===== src/rtl/pwm.sv =====
// Sine-modulated PWM source.
// A free-running 12-bit carrier counter (cont) defines a 4096-cycle PWM period.
// Once per period the 14-bit phase accumulator (A) advances by STEP, and the
// duty sample (amostra) is reloaded from a 64-entry sine ROM indexed by A[13:8].
// The output is high while cont < amostra.
//
// Parameters:
//   STEP   phase increment per PWM period (modulo 16384), default 256
// Ports:
//   clk    system clock, rising-edge active
//   rst_n  synchronous active-low reset
//   saida  PWM output (combinational compare of registered cont/amostra)
module pwm #(
    parameter int unsigned STEP = 256
) (
    input  logic clk,
    input  logic rst_n,
    output logic saida
);

    localparam int unsigned CNT_W = 12;
    localparam int unsigned PH_W  = 14;
    localparam int unsigned IDX_W = 6;

    localparam logic [CNT_W-1:0] SAMPLE_RST = CNT_W'(2048);

    logic [CNT_W-1:0] cont;
    logic [CNT_W-1:0] cont_d;
    logic [CNT_W-1:0] amostra;
    logic [CNT_W-1:0] amostra_d;
    logic [PH_W-1:0]  A;
    logic [PH_W-1:0]  A_d;
    logic [PH_W-1:0]  phase_next;
    logic             boundary;

    // Constant ROM: round(2048 + 2047*sin(2*pi*k/64)).
    function automatic logic [CNT_W-1:0] sine_lut(input logic [IDX_W-1:0] idx);
        sine_lut = SAMPLE_RST;
        case (idx)
            6'd0:  sine_lut = 12'd2048;
            6'd1:  sine_lut = 12'd2249;
            6'd2:  sine_lut = 12'd2447;
            6'd3:  sine_lut = 12'd2642;
            6'd4:  sine_lut = 12'd2831;
            6'd5:  sine_lut = 12'd3013;
            6'd6:  sine_lut = 12'd3185;
            6'd7:  sine_lut = 12'd3347;
            6'd8:  sine_lut = 12'd3495;
            6'd9:  sine_lut = 12'd3630;
            6'd10: sine_lut = 12'd3750;
            6'd11: sine_lut = 12'd3853;
            6'd12: sine_lut = 12'd3939;
            6'd13: sine_lut = 12'd4007;
            6'd14: sine_lut = 12'd4056;
            6'd15: sine_lut = 12'd4085;
            6'd16: sine_lut = 12'd4095;
            6'd17: sine_lut = 12'd4085;
            6'd18: sine_lut = 12'd4056;
            6'd19: sine_lut = 12'd4007;
            6'd20: sine_lut = 12'd3939;
            6'd21: sine_lut = 12'd3853;
            6'd22: sine_lut = 12'd3750;
            6'd23: sine_lut = 12'd3630;
            6'd24: sine_lut = 12'd3495;
            6'd25: sine_lut = 12'd3347;
            6'd26: sine_lut = 12'd3185;
            6'd27: sine_lut = 12'd3013;
            6'd28: sine_lut = 12'd2831;
            6'd29: sine_lut = 12'd2642;
            6'd30: sine_lut = 12'd2447;
            6'd31: sine_lut = 12'd2249;
            6'd32: sine_lut = 12'd2048;
            6'd33: sine_lut = 12'd1847;
            6'd34: sine_lut = 12'd1649;
            6'd35: sine_lut = 12'd1454;
            6'd36: sine_lut = 12'd1265;
            6'd37: sine_lut = 12'd1083;
            6'd38: sine_lut = 12'd911;
            6'd39: sine_lut = 12'd749;
            6'd40: sine_lut = 12'd601;
            6'd41: sine_lut = 12'd466;
            6'd42: sine_lut = 12'd346;
            6'd43: sine_lut = 12'd243;
            6'd44: sine_lut = 12'd157;
            6'd45: sine_lut = 12'd89;
            6'd46: sine_lut = 12'd40;
            6'd47: sine_lut = 12'd11;
            6'd48: sine_lut = 12'd1;
            6'd49: sine_lut = 12'd11;
            6'd50: sine_lut = 12'd40;
            6'd51: sine_lut = 12'd89;
            6'd52: sine_lut = 12'd157;
            6'd53: sine_lut = 12'd243;
            6'd54: sine_lut = 12'd346;
            6'd55: sine_lut = 12'd466;
            6'd56: sine_lut = 12'd601;
            6'd57: sine_lut = 12'd749;
            6'd58: sine_lut = 12'd911;
            6'd59: sine_lut = 12'd1083;
            6'd60: sine_lut = 12'd1265;
            6'd61: sine_lut = 12'd1454;
            6'd62: sine_lut = 12'd1649;
            6'd63: sine_lut = 12'd1847;
            default: sine_lut = SAMPLE_RST;
        endcase
    endfunction

    // Next-state: carrier always counts; phase and sample move only at the period boundary.
    always_comb begin
        boundary   = &cont;
        phase_next = A + PH_W'(STEP);
        cont_d     = cont + CNT_W'(1);
        A_d        = A;
        amostra_d  = amostra;
        if (boundary) begin
            A_d       = phase_next;
            // Sample is taken from the advanced phase so it is live at cont = 0.
            amostra_d = sine_lut(phase_next[PH_W-1:PH_W-IDX_W]);
        end
    end

    // State registers; reset wins over the boundary update.
    always_ff @(posedge clk) begin
        if (!rst_n) begin
            cont    <= '0;
            A       <= '0;
            amostra <= SAMPLE_RST;
        end else begin
            cont    <= cont_d;
            A       <= A_d;
            amostra <= amostra_d;
        end
    end

    assign saida = (cont < amostra);

endmodule


===== config.mk =====
export PLATFORM = sky130hd
export DESIGN_NAME = pwm
export DESIGN_NICKNAME = d
export VERILOG_FILES = /design/src/rtl/pwm.sv
export SDC_FILE = /design/constraint.sdc
export NUM_CORES = 1
export LEC_CHECK = 0
export BUFFER_PORTS_ARGS = -buffer_cell sky130_fd_sc_hd__clkbuf_2
export CAP_MARGIN = 20
export CORE_ASPECT_RATIO = 1.4
export CORE_MARGIN = 2
export CORE_UTILIZATION = 55
export CTS_CLUSTER_DIAMETER = 200
export DETAILED_ROUTE_END_ITERATION = 16
export GPL_ROUTABILITY_DRIVEN = 0
export GPL_TIMING_DRIVEN = 0
export PLACE_DENSITY = 0.83
export SLEW_MARGIN = 30
export SYNTH_ARGS = -nofsm -noshare
export SYNTH_HDL_FRONTEND = slang
export SYNTH_SLANG_ARGS = --single-unit

===== constraint.sdc =====
create_clock -name clk -period 4.3 [get_ports clk]
set_input_delay 0.215 -clock clk [delete_from_list [all_inputs] [get_ports clk]]
set_output_delay 0.215 -clock clk [all_outputs]
set_load 0.05 [all_outputs]

### Word level (Yosys, flattened, before mapping)

Memories as Yosys holds them, arrays and structs flattened. A register that Yosys moved wholly into a read port is not among the register bits.
Cells that the tools add are included.

| operators by class | value |
|---|---|
| reductions and logical operators | 2 |
| $lt $le $gt $ge | 1 |
| add/sub/neg operators | 2 |

Operators by type and width:

| cell | number |
|---|---|
| adder 14 x 9 -> 14 bit (second input constant) | 1 |
| adder 12 x 1 -> 12 bit (second input constant) | 1 |
| < comparator 12 bit | 1 |
| AND reduction 12 bit | 1 |
| logical NOT 1 bit | 1 |

| storage, ports and cells | value |
|---|---|
| ROM bits | 768 |
| word-level logic and storage cells | 8 |
| register bits after elaboration | 26 |
| memories | 1 |
| bits of input ports | 2 |

Memory list:

| name | depth | width | read ports | clocked after Yosys merged registers in | wr ports | RTL line | RTL |
|---|---|---|---|---|---|---|---|
| (no name shown) | 64 | 12 | 1 | 1 | 0 | 39 | `case (idx)` |

### Longest topological paths before layout

| depth | value |
|---|---|
| word-level depth | 1 |
| gate-level depth with buffers | 11 |
| depth with buffers taken out | 8 |

### Least setup slack after synthesis

No wires, ideal clock.

| timing path | value |
|---|---|
| path type | flip-flop to output port |
| from | reg cont[5] |
| to | out saida |
| arrival time | 2.226 ns |
| cell stages (with the launch flop) | 7 |
| required time | 4.085 ns |
| setup slack | 1.859 ns |
| path buffers | 0 |
| cells stage by stage | dfxtp_1 ha_1 a21o_1 a21o_1 a21oi_1 o21ai_0 o21ai_0 |

| between the ends | value |
|---|---|
| cells in the longest elaborated chain, start to end | 1 |

Ends and longest elaborated chain:

| item | RTL line | RTL |
|---|---|---|
| start: declaration | 27 | `logic [CNT_W-1:0] cont;` |
| start signal: assignment | 129 | `cont <= cont_d;` |
| < comparator 12 bit | 135 | `assign saida = (cont < amostra);` |
| end: declaration | 18 | `output logic saida` |

Every way passes these cells.

### Final worst setup path

| timing path | value |
|---|---|
| from | reg A[8] |
| to | reg amostra[2] |

| between the ends | value |
|---|---|
| cells in the longest elaborated chain, start to end | 1 |

Ends and longest elaborated chain:

| item | RTL line | RTL |
|---|---|---|
| start: declaration | 31 | `logic [PH_W-1:0] A;` |
| start signal: assignment | 126 | `A <= '0;` |
| start signal: assignment | 130 | `A <= A_d;` |
| adder 14 x 9 -> 14 bit | 111 | `phase_next = A + PH_W'(STEP);` |
| named net phase_next[8] | 33 | `logic [PH_W-1:0] phase_next;` |
| end: declaration | 29 | `logic [CNT_W-1:0] amostra;` |

The timed path passes the listed nets, and every way through them passes these cells.
A chain may end at the register's enable or synchronous reset.

==> flow_metrics.tcl <==
set metrics [dict create \
    ir_drop_v 0.0001061 \
    grt_pass1_vias 3143 \
    grt_use_total_pct 30.87 \
    fill_cells 468 \
    vias 3265 \
    tns_ns 0 \
    hold_viol_final 0 \
    hold_slack_ns 0.3076 \
    cpPeakStageDelay_ns 0.50 \
    tightest_slew_ns 0.7401 \
    max_freq_mhz 296.0 \
    die_x_um 66.19 \
    syn_area_um2 2978 \
    finClkSkew_ns 0.007359 \
    synth_compound_area_share_pct 31.76 \
    cts_tree "built" \
    drt_iter0_markers 218 \
    end_kind "flip-flop" \
    dieArea_um2 6027 \
    cts_buffers 5 \
    p_int_uw 416.4 \
    initial_core_util_pct 57.29 \
    ys_ff_latch 30 \
    area_growth_pct 6.176 \
    fin_nets 438 \
    seqCellArea_um2 600.6 \
    synth_area_per_cell_um2 7.317 \
    place.detailed.hpwl_um 6693 \
    fin_crit_sh_pct 78.58 \
    antenna_found_initial 0 \
    synth.distinct_cells 69 \
    top_level_ports 3 \
    ant_nets 0 \
    switching_power_uw 119.0 \
    synth_top_family_by_area "compound AO/OA/AOI/OAI gates" \
    min_period_ns 3.379 \
    async_reset_ff_share_pct 0 \
    rsz0062_at_grt "false" \
    synth_fa_ha_area_share_pct 8.403 \
    path_class "reg2reg" \
    synth-edff-count 0 \
    synth_ff_type "dfxtp_1" \
    root_buffer "clkbuf_8" \
    path_cells "buf_2, clkbuf_1, inv_1, ha_1, clkbuf_1, nand2_1, o21ai_0, o311ai_0, a31oi_1" \
    vias_per_cell 6.760 \
    core.rowCount 31 \
    firstDrtPassIters 6 \
    route.detailed.drc 0 \
    cp.arrival_ns 3.59 \
    routed_wl_um 8860 \
    seqPwrFrac_pct 52.9 \
    grt_max_degree 11 \
    synth-simple-area-share_pct 22.31 \
    grt_pass1_wl_um 14660 \
    path_common_cell "clkbuf_1" \
    final-setup-viol-count 0 \
    place_ws_ns 1.101 \
    slew_viol_final 0 \
    swShare_pct 22.22 \
    clk_latency_ns 0.28 \
    status "complete, no violations" \
    h-tree-depth 2 \
    final_layout_size_suffix_gt1_share_pct 8.873 \
    yosysWarnings 0 \
    post_cts_buffers 0 \
    cp-start-kind "flip-flop" \
    timing.final.ws_setup_ns 0.9212 \
    clk_pin_slew_ns 0.06 \
    clk_path_buf_depth 2 \
    combinationalPowerShare_pct 3.3 \
    max_cap_violations 0 \
    cts_hold_buf 0 \
    diodes 0 \
    yosysSeqAreaShare_pct 20.17 \
    cts.sink_count 30 \
    synth_xor_area_share_pct 6.765 \
    p_per_area_nw_per_um2 169.3 \
    die_y_um 91.06 \
    p_leak_uw 0.001133 \
    finalPower_uw 535.4 \
    cp_max_fo 10 \
    hold_path_class "in2reg" \
    required_ns 4.51 \
    synthMuxAreaShare_pct 2.437 \
    cts_resized 0 \
    gr-total-overflow 0 \
    synth_nets 429 \
    synthCells 407 \
    multi_input_area_um2 2135 \
    maxSlewHeadroom_pct 50.20 \
    port_buffers 2 \
    p_clk_share_pct 43.8 \
    core_um2 5197 \
    post_drt_wl_per_cell_um 18.34 \
    crit_slowest_cell "dfxtp_1" \
]
## flip-flops by register name, indices dropped and copies added (netlist names)
| register | flops |
|---|---|
| amostra | 12 |
| cont | 12 |
| A | 6 |
## per-stage QoR
stage | cells | util, % | instance area [um^2]
final | 483 | 60.83 | 3162
after global routing | 483 | 60.83 | 3162
after CTS | 483 | 60.83 | 3162
after detailed placement | 475 | 59.08 | 3070
after global placement | 475 | 59.08 | 3070
after floorplan | 407 | - | 2978
## final timing paths
check	from	end	slack (ns)	cells after the start
worst max register to register	A[8]$_SDFFE_PN0P_	amostra[2]$_SDFFE_PN0P_	0.92	9
worst min-delay path	rst_n	cont[2]$_SDFF_PN0_	0.31	3
worst min register to register	amostra[1]$_SDFFE_PN0P_	amostra[1]$_SDFFE_PN0P_	0.48	2
worst max-delay path	A[8]$_SDFFE_PN0P_	amostra[2]$_SDFFE_PN0P_	0.92	9
## metal layers
| layer | global-route usage, % | wire, um | share of wire (%) | up-vias |
|---|---|---|---|---|
| met2 | 53.58 | 4355 | 49 | 215 |
| met4 | 18.54 | 522 | 5.9 | 0 |
| met5 | 0 | 0 | 0 | - |
| met1 | 34.63 | 3298 | 37 | 1492 |
| li1 | - | - | - | 1515 |
| met3 | 3.965 | 684 | 7.7 | 43 |
## critical path, delay by kind of cell (launching register included)
family          cells  cell delay (ns)
flops               1             0.50
compound gates      3             0.69
simple gates        1             0.26
fa+ha+maj           1             0.48
buf+inv             4             1.37
## cells in the mapped netlist (6+ instances only)
library cell / n / share of area, %
a21o_1: 7 / 1.8
clkbuf_1: 20 / 2.5
xor2_1: 6 / 1.8
ha_1: 20 / 8.4
nand3_1: 20 / 3.4
a221oi_1: 6 / 1.8
nor3_1: 6 / 1.0
a31oi_1: 6 / 1.3
o21ai_0: 33 / 5.5
buf_2: 13 / 2.2
xnor2_1: 12 / 3.5
nor2_1: 43 / 5.4
o211ai_1: 7 / 1.8
inv_1: 20 / 2.5
nand2_1: 30 / 3.8
a21oi_1: 19 / 3.2
dfxtp_1: 30 / 20
a211oi_1: 6 / 1.5
## cells by family (layout without fill, tap and decap cells)
family | after synthesis | in the layout
adders and majority gates | 20 | 20
muxes | 6 | 6
and+or+nand+nor | 137 | 137
DFF | 30 | 30
buffers and inverters | 57 | 67
xor gates and xnor gates | 20 | 20
AOI/OAI and AO/OA | 137 | 137
## placed cells by master (no fill, tap or decap), types with 12 or more instances in the layout
cell type,instances
a21oi_1,19
buf_2,13
clkbuf_1,21
dfxtp_1,30
ha_1,20
inv_1,20
nand2_1,30
nand3_1,20
nor2_1,43
o21ai_0,33
xnor2_1,12
## final cells by class
class	instances	share of cell area, %
Multi-Input combinational cell	320	67.51
Sequential cell	30	18.99
Buffer	36	5.184
Clock buffer	7	2.731
Tap cell	66	2.612
Inverter	21	2.493
Timing Repair Buffer	2	0.3166
Clock inverter	1	0.1583
## power by group through the flow
| stage | logic [uW] | clock network, uW | registers [uW] |
|---|---|---|---|
| final | 17.4 | 234 | 283 |
| after detailed placement | 17.6 | 0 | 290 |
| after global routing | 19.8 | 248 | 284 |
| after CTS | 17.7 | 236 | 283 |
| after floorplan | 12.2 | 0 | 289 |
| after global placement | 16.7 | 0 | 289 |
Note: power is estimated with default switching activity, not from simulation.
